[config.mk]
export PLATFORM = sky130hd
export DESIGN_NAME = serial_adder
export DESIGN_NICKNAME = d
export VERILOG_FILES = /design/src/rtl/arith_pkg.sv /design/src/rtl/full_adder.sv /design/src/rtl/serial_adder.sv
export SDC_FILE = /design/constraint.sdc
export NUM_CORES = 1
export LEC_CHECK = 0
export CAP_MARGIN = 20
export CORE_MARGIN = 2
export CORE_UTILIZATION = 47
export DETAILED_ROUTE_END_ITERATION = 12
export PLACE_DENSITY = 0.83
export SKIP_LAST_GASP = 1
export SLEW_MARGIN = 30
export SYNTH_ARGS = -nofsm -noshare
export SYNTH_HDL_FRONTEND = slang
export SYNTH_SLANG_ARGS = --single-unit
[constraint.sdc]
create_clock -name clk -period 1.5 [get_ports clk]
set_clock_uncertainty 0.05 [all_clocks]
set_input_delay 0.3 -clock clk [delete_from_list [all_inputs] [get_ports clk]]
set_output_delay 0.3 -clock clk [all_outputs]
set_load 0.01 [all_outputs]
[src/rtl/arith_pkg.sv]
// Shared definitions for the bit-serial arithmetic blocks: FSM state encoding
// and the bit-counter width helper.
package arith_pkg;

  typedef enum logic [1:0] {
    IDLE = 2'b00,
    RUN  = 2'b01,
    DONE = 2'b10
  } state_e;

  // A counter that walks 0..width-1 needs at least one bit, even for width 1.
  function automatic int cnt_width(input int width);
    return (width <= 2) ? 1 : $clog2(width);
  endfunction

endpackage

[src/rtl/full_adder.sv]
// One-bit combinational full adder. This is the only adder cell in the serial datapath.
module full_adder (
  input  logic a_i,
  input  logic b_i,
  input  logic c_in_i,
  output logic sum_o,
  output logic c_out_o
);

  assign sum_o   = a_i ^ b_i ^ c_in_i;
  assign c_out_o = (a_i & b_i) | (c_in_i & (a_i ^ b_i));

endmodule

[src/rtl/serial_adder.sv]
// Bit-serial LSB-first adder: one full-adder cell and a registered carry,
// with a start/busy/done handshake. Results are held until the next result.
module serial_adder
  import arith_pkg::*;
#(
  parameter int WIDTH = 8
) (
  input  logic             clk,
  input  logic             reset_n,
  input  logic             i_start,
  input  logic [WIDTH-1:0] i_a,
  input  logic [WIDTH-1:0] i_b,
  input  logic             i_c_in,
  output logic             o_busy,
  output logic             o_done,
  output logic [WIDTH-1:0] o_sum,
  output logic             o_c_out
);

  localparam int               CNT_W = cnt_width(WIDTH);
  localparam logic [CNT_W-1:0] LAST  = CNT_W'(WIDTH - 1);

  state_e             state_q, state_d;
  logic [WIDTH-1:0]   a_sh_q, a_sh_d;
  logic [WIDTH-1:0]   b_sh_q, b_sh_d;
  logic [WIDTH-1:0]   sum_sh_q, sum_sh_d;
  logic [WIDTH-1:0]   sum_q, sum_d;
  logic               carry_q, carry_d;
  logic               c_out_q, c_out_d;
  logic [CNT_W-1:0]   cnt_q, cnt_d;
  logic               fa_s, fa_c;

  full_adder u_fa (
    .a_i    (a_sh_q[0]),
    .b_i    (b_sh_q[0]),
    .c_in_i (carry_q),
    .sum_o  (fa_s),
    .c_out_o(fa_c)
  );

  always_comb begin
    // NOTE: every _d gets its hold value first, so no path through the case can infer a latch.
    state_d  = state_q;
    a_sh_d   = a_sh_q;
    b_sh_d   = b_sh_q;
    sum_sh_d = sum_sh_q;
    sum_d    = sum_q;
    carry_d  = carry_q;
    c_out_d  = c_out_q;
    cnt_d    = cnt_q;

    unique case (state_q)
      IDLE: begin
        if (i_start) begin
          a_sh_d  = i_a;
          b_sh_d  = i_b;
          carry_d = i_c_in;
          cnt_d   = '0;
          state_d = RUN;
        end
      end
      RUN: begin
        a_sh_d              = a_sh_q >> 1;
        b_sh_d              = b_sh_q >> 1;
        // Shift-then-insert keeps this legal for WIDTH == 1, where there is no [WIDTH-1:1] slice.
        sum_sh_d            = sum_sh_q >> 1;
        sum_sh_d[WIDTH-1]   = fa_s;
        carry_d             = fa_c;
        cnt_d               = cnt_q + 1'b1;
        if (cnt_q == LAST) begin
          state_d = DONE;
          sum_d   = sum_sh_d;
          c_out_d = fa_c;
        end
      end
      DONE:    state_d = IDLE;
      default: state_d = IDLE;
    endcase
  end

  // NOTE: the whole datapath is small flops, not a RAM, so every register is reset;
  // this also guarantees an in-flight operation leaves no trace after reset.
  always_ff @(posedge clk or negedge reset_n) begin
    if (!reset_n) begin
      state_q  <= IDLE;
      a_sh_q   <= '0;
      b_sh_q   <= '0;
      sum_sh_q <= '0;
      sum_q    <= '0;
      carry_q  <= 1'b0;
      c_out_q  <= 1'b0;
      cnt_q    <= '0;
    end else begin
      // NOTE: non-blocking assignments so every register samples pre-edge values.
      state_q  <= state_d;
      a_sh_q   <= a_sh_d;
      b_sh_q   <= b_sh_d;
      sum_sh_q <= sum_sh_d;
      sum_q    <= sum_d;
      carry_q  <= carry_d;
      c_out_q  <= c_out_d;
      cnt_q    <= cnt_d;
    end
  end

  assign o_busy  = (state_q != IDLE);
  assign o_done  = (state_q == DONE);
  assign o_sum   = sum_q;
  assign o_c_out = c_out_q;

endmodule

==> results.toml <==
[routing]
firstDrtPassIters = 4
route.final.wire_length_microns = 3560
drtIter0Drc = 26
vias = 1230
drtAntennaViolNets = 0
post-route-drc-count = 0
via_per_inst = 5.52
wl_per_cell_microns = 15.9

[die]
die_height_microns = 65.1
die_x_microns = 65.1
rows = 22
die_area_sq_um = 4240
start_util_pct = 48.3
core_sq_um = 3630
io_pins = 31

[worst_hold_path]
min_path_type = "in2async"

[timing]
layout_setup_ws_ps = -23.0
fin_setup_tns_ps = -118
maxSlewHeadroom_pct = 67.9
slew_viol_final = 0
worstMarginPinSlew_ps = 481
setup_viol = 8
hold_viol = 0
min_period_ps = 1520
clock.fmax_mhz = 657
rsz0062_at_grt = "true"
holdWs_ps = 8.92
post-route-period-util_pct = 102

[synth]
ys_ff_latch = 38
synth_cells = 131
syn_nets = 154
synth_area_sq_um = 1760
yosys_warnings = 0
synth_cell_types = 25
syn_area_per_cell_sq_um = 13.4
seq_area_frac_synth_pct = 54.2

[clock_tree]
cts_buffer_depth = 2
cts_num_sinks = 38
clk_pin_slew_worst_paths_ps = 70
cts_tree = "done"
cts_buffers = 5
clock-root-buffer = "clkbuf_8"
h-tree-depth = 2
hold_buffers = 0
clk_latency_ps = 290

[worst_setup_path]
critPathMaxFanout = 8
arrival_ps = 1640
cp-start-kind = "flip-flop"
worstSetupPathType = "reg2reg"
rrSetupSlack_ps = -20
reg2reg_to = "o_sum[7]$_DFFE_PN0P_"
worstPathRequired_ps = 1620
critPathCaptureType = "flip-flop"
reg2regPathDepth = 5
r2r-start = "cnt_q[0]$_DFFE_PN0P_"
crit_path_start = "cnt_q[0]$_DFFE_PN0P_"

[global_route]
grtUsageTotal_pct = 19.5
grt-ovfl-total = 0
grt_max_degree = 39
grt_pass1_wl_microns = 6250
antenna_found_initial = 0
grt_pass1_vias = 1297

[finish]
final_cell_mix = "dfrtp_1 (38), clkdlybuf4s50_1 (17), buf_4 (16), dlygate4sd2_1 (11)"
drive_gt1_share_pct = 28.0
nets = 197
layout_commonest_cell = "dfrtp_1"
area_growth_pct = 32.0
num_antenna_cells = 0

[power]
power_density_nw_per_um2 = 1900
totalPowerFinal_w = 0.00440
leakage_nw = 1.04
irDropWorstVdd_mv = 1.06

[placed_design]
gp_congestion = 0.742
io_buffers = 30
place_hpwl_microns = 2390

[outcome]
violations = "negative setup slack"
outcome = "finished, violations left"

[run]
drv_cap = 0
what timing repair did:
action                                  4_1_cts  5_1_grt
endpoints found under the setup margin       22       19
buffers inserted                              2        2
gates resized for setup                      23        4
where the power goes:
part,internal (W),switching [W],leakage (nW)
logic,0.00109,0.000772,0.548
clock network,0.000371,0.000343,0.0482
registers,0.00151,0.000308,0.440
layout make-up:
cell class	count	area, sq um
Inverter	7	26.3
Tap cell	48	60.1
Sequential cell	38	951
Fill cell	321	1320
Multi-Input combinational cell	74	761
Clock buffer	7	86.3
Timing Repair Buffer	48	428
Clock inverter	1	5.00
sequential cells by signal (all words and copies together) (netlist names):
name and flops:
o_c_out 1, carry_q 1, a_sh_q 8, b_sh_q 8, state_q 2, cnt_q 3, o_sum 8, sum_sh_q 7
kinds of logic (layout without fill, tap and decap cells):
group | Yosys count | in the layout | share of synthesized area (%)
DFF | 38 | 38 | 54.2
and+or+nand+nor | 32 | 32 | 15.3
AOI/OAI and AO/OA | 22 | 22 | 11.8
buffers and inverters | 19 | 63 | 5.27
muxes | 17 | 17 | 10.8
adders and majority gates | 3 | 3 | 2.57
worst max-delay path by stage:
stage / endpoint / slack, ps / cells past startpoint
floorplan: o_c_out$_DFFE_PN0P_ / 30 / 5
global placement: b_sh_q[0]$_DFFE_PN0P_ / -180 / 3
detailed placement: a_sh_q[0]$_DFFE_PN0P_ / -320 / 5
CTS: o_busy / -110 / 2
global route: o_sum[7]$_DFFE_PN0P_ / -60 / 5
finish: o_sum[7]$_DFFE_PN0P_ / -20 / 5
metal layers:
| metal | wire length (microns) | GRT usage (%) |
|---|---|---|
| met5 | 0 | 0 |
| met4 | 16 | 5.21 |
| met3 | 185 | 4.62 |
| met2 | 1840 | 34.0 |
| met1 | 1520 | 24.4 |
through the flow:
step / std cells / cell area, sq um / setup WS, ps / util [%]
2_1_floorplan: 131 / 1760 / 32.7 / -
3_5_place_dp: 211 / 2160 / -316 / 59.5
5_1_grt: 223 / 2320 / -61.6 / 63.8
6_report: 223 / 2320 / -23.0 / 63.8
3_3_place_gp: 211 / 2160 / -176 / 59.5
4_1_cts: 221 / 2300 / -114 / 63.3
Yosys cell counts:
master     n  share of area [%]
nor4b_1    6                3.0
nand2b_1   3                1.1
inv_1      7                1.5
or4b_1     9                5.1
buf_2     11                3.1
or2_2      1               0.36
o21ba_2    1               0.57
o221a_1    1               0.64
mux2_1    16                 10
fa_1       1                1.1
buf_6      1               0.64
a21oi_1    1               0.28
dfrtp_1   38                 54
ha_1       2                1.4
a211o_1    2                1.0
nor4bb_1   2                1.1
o21bai_2   1               0.64
and2b_1    1               0.43
nor2b_1    1               0.36
mux2i_1    1               0.57
a22o_1     2                1.0
nor3b_1    8                3.4
nand3b_1   1               0.43
o221a_2    8                5.1
a211oi_1   6                2.6
worst max-delay path, cell delays in order (launching register included):
cell      delay [ps]
dfrtp_1          380
ha_2             200
ha_4             160
nand3b_1         140
buf_12           160
mux2_4           300
No activity file was read; power rests on OpenSTA's default activity.
==> RTL edit 1, RTL diff (config.mk and constraints unchanged) <==
Make the reset (`reset_n`) synchronous in one clocked block.
--- a/src/rtl/serial_adder.sv
+++ b/src/rtl/serial_adder.sv
@@ -80,7 +80,7 @@
 
   // NOTE: the whole datapath is small flops, not a RAM, so every register is reset;
   // this also guarantees an in-flight operation leaves no trace after reset.
-  always_ff @(posedge clk or negedge reset_n) begin
+  always_ff @(posedge clk) begin
     if (!reset_n) begin
       state_q  <= IDLE;
       a_sh_q   <= '0;
Check against the original RTL: differs if reset_n is asserted again (counterexample within 4 cycles, from zero or initial values and one cycle with reset_n low); with reset_n held inactive, the same outputs for 10 cycles.
==> RTL edit 1 against the original RTL <==
Die area is 7.2% lower; sequential cell count stayed put; wire length is 15% lower; final area is 11% lower; fmax is 2.5% higher; setup slack better by 0.037 ns; first-iteration DRC count is 12% lower; global-route usage is 2.3 points lower; cell count is 13% higher; synthesized cell count is 31% higher; synthesized area is 7.7% lower; critical path type unchanged; largest cell class is now multi-input combinational cells.
Power is not compared: it rests on default switching activity, and its combinational part moved more than twofold at a synthesized area within 25%.
==> RTL edit 1: results <==
placed_design:
  place_area_mm2: 0.00198
  port_buffers: 30
  preCtsSetupSlack_ns: -0.270
  dp_hpwl_um: 2150
  dp.cells: 242
  place_congestion: 0.692
floorplanning:
  start_util: 0.489
clock_tree:
  cts_resized: 12
  cts_buffer_depth: 2
  cts_root_buf: "clkbuf_4"
  clk_latency_ns: 0.35
  post_cts_buffers: 0
  path_clk_slew_ns: 0.11
  numCtsBuffers: 5
  h-tree-depth: 2
sta:
  fin_hold_ws_ns: 0.415
  tightest_slew_ns: 0.336
min_path:
  whs_path_depth: 2
  min_path_type: "reg2reg"
synth:
  synthDistinctLibCells: 26
  synth.area.top_cells: "dfxtp_1, o221ai_2, a21boi_0"
  syn_nets: 194
  synth-seq-area-share: 0.469
  synth_commonest_cells: "dfxtp_1, nor2_1, nand2_1"
  synth_async_sr_flop_share: 0
  synth_ff_type: "dfxtp_1"
  yosys_warnings: 0
  synth_area_per_cell_um2: 9.48
detailed_routing:
  wl_per_cell_um: 12.0
  firstDrtPassIters: 4
  drt_iter0_markers: 23
  routed-via-count: 1257
global_routing:
  grt_util_all_layers: 0.172
  antenna_found_initial: 0
  first_global_vias: 1214
  grt_pass1_wl_um: 5260
layout:
  num_antenna_cells: 0
  final_cells: 252
  final_nets: 228
  drive_gt1_frac: 0.170
  fillerInstances: 299
power:
  seq-power_w: 0.00109
  vdd_drop_max_uv: 664
  comb_power_w: 0.000257
  power_switching_w: 0.000476
worst_setup_path:
  rr_worst_depth: 5
  r2r-end: "cnt_q[0]"
  r2r_start: "state_q[1]"
  worstPathMaxFanout: 16
  crit_path_max_incr_delay_ns: 0.44
  cpLargestDelayFamily: "compound AO/OA/AOI/OAI gates"
  crit_slowest_cell: "o21ba_2"
  worstPathArrival_ns: 1.68
  r2r_slack_ns: 0.01
run_status:
  status: "finished clean"
==> RTL edit 1: changes by cell type in the layout (fill, tap and decap cells not counted), moves of 7 or more <==
| cell | delta |
|---|---|
| a21boi_0 | +16 |
| buf_4 | -8 |
| dfrtp_1 | -38 |
| dfxtp_1 | +36 |
| mux2_1 | -7 |
| mux2_4 | -9 |
| nand2_1 | +23 |
| nand3_1 | +9 |
| nor2_1 | +30 |
| o221a_2 | -8 |
| o221ai_2 | +10 |
| or4b_1 | -9 |
==> RTL edit 1: cell type report <==
class,count,area (um^2),area share
timing repair buffer,41,394,0.191
tap,46,57.6,0.0279
clock inverter,3,40.0,0.0194
sequential,38,763,0.370
multi-input combinational,118,767,0.372
clock buffer,5,37.5,0.0182
inverter,1,3.75,0.00182
==> RTL edit 1: logic make-up (layout without fill, tap and decap cells) <==
group                      count (synthesis)  count (layout)  share of synthesized area
AOI/OAI and AO/OA                         37              37                      0.223
adders and majority gates                  3               3                     0.0278
muxes                                      2               2                     0.0124
and+or+nand+nor                           76              76                      0.209
buffers and inverters                     15              50                     0.0587
DFF                                       38              38                      0.469
==> RTL edit 1: how the worst max path moves through the flow <==
stage / from / to / slack, ns
2_1_floorplan: state_q[0] / a_sh_q[0] / 0.11
3_3_place_gp: i_start / b_sh_q[0] / -0.24
3_5_place_dp: i_start / b_sh_q[2] / -0.27
5_1_grt: state_q[1] / cnt_q[0] / -0.04
4_1_cts: state_q[1] / o_busy / -0.13
6_report: state_q[1] / cnt_q[0] / 0.01
==> RTL edit 1: metal layers <==
layer / vias to the layer above / routed length, um / global-route usage
met1: 560 / 1340 / 0.189
met5: - / 0 / 0
li1: 661 / - / -
met2: 28 / 1470 / 0.296
met3: 8 / 161 / 0.0559
met4: 0 / 65 / 0.0917
==> RTL edit 2, RTL diff (same settings) <==
Made on the original files. Set the parameter `WIDTH` to 7 (it was 8).
--- a/src/rtl/serial_adder.sv
+++ b/src/rtl/serial_adder.sv
@@ -3,7 +3,7 @@
 module serial_adder
   import arith_pkg::*;
 #(
-  parameter int WIDTH = 8
+  parameter int WIDTH = 7
 ) (
   input  logic             clk,
   input  logic             reset_n,
Interface: changed (resized i_a, i_b and o_sum); port bits go from 31 to 28. The function was not compared with the original's and may differ.
==> RTL edit 2 against the original RTL <==
Final area is 16% lower; wire length is 12% lower; first-iteration DRC count is 35% higher; clock power is 26% lower; fmax is 1.9% higher; cell count is 13% lower; sequential power is 9% lower; synthesized area is 16% lower; setup slack better by 0.028 ns; sequential cell count is 4 lower; critical path depth is 3 lower; global-route usage is 0.34 points higher; power is 13% lower; largest cell class unchanged.
==> RTL edit 2: results <==
global_routing:
  first_global_vias: 1110
  grt_util_all_layers: 0.198
  grt_max_degree: 35
  grt_pass1_wl_um: 5060
run_status:
  status: "finished clean"
sta:
  fin_hold_ws_ns: 0.270
  slew_headroom: 0.812
detailed_routing:
  drt_iter0_markers: 35
  via_per_inst: 5.80
  drt-total-wl_um: 3130
power:
  power_w: 0.00383
  vdd_drop_max_uv: 917
  p_leak_nw: 0.847
  combPwrFrac: 0.428
  intPower_w: 0.00249
  pwr-share-seq: 0.433
synth:
  synth_commonest_cells: "dfrtp_1, o22ai_1, mux2_2"
  synth_top_family_by_area: "compound AO/OA/AOI/OAI gates"
  synth.area.top_cells: "dfrtp_1, mux2_2, o22ai_1"
  synth-seq-area-share: 0.580
  synth_fa_ha_area_frac: 0.0307
  synthDistinctLibCells: 28
  synth_mux_area_frac: 0.108
layout:
  nonClkBufAreaFrac: 0.192
  inv_count: 5
  fillerInstances: 253
  multi_input_area_um2: 588
clock_tree:
  clk_latency_ns: 0.34
worst_setup_path:
  timing.critical_path.to: "o_busy"
  r2r-end: "o_sum[5]"
  r2r_slack_ns: 0.005
  worstPathArrival_ns: 1.14
placed_design:
  dp_hpwl_um: 2160
==> RTL edit 2: cell count changes in the layout (fill, tap and decap cells not counted), sizes merged, moves of 6 or more <==
cell,before,now
o22ai,0,19
or4b,9,0
nor3b,8,0
o221a,9,1
a211oi,6,0
a21oi,1,7
nor4b,6,0
==> RTL edit 2: metal layers <==
layer	track usage	up-vias	part of all wire
met5	0	-	0
met4	0.0889	0	0.019
met3	0.0844	9	0.057
met2	0.314	38	0.50
met1	0.234	543	0.43
li1	-	529	-
==> RTL edit 2: stage by stage <==
step           cell area, um^2  setup TNS [ns]  setup slack [ns]  cells
2_1_floorplan             1470               0             0.101    119
3_3_place_gp              1820         -0.0439           -0.0187    181
3_5_place_dp              1820          -0.757           -0.0788    181
4_1_cts                   1890          -0.900           -0.0917    191
5_1_grt                   1940          -0.245           -0.0524    193
6_report                  1940               0           0.00509    193
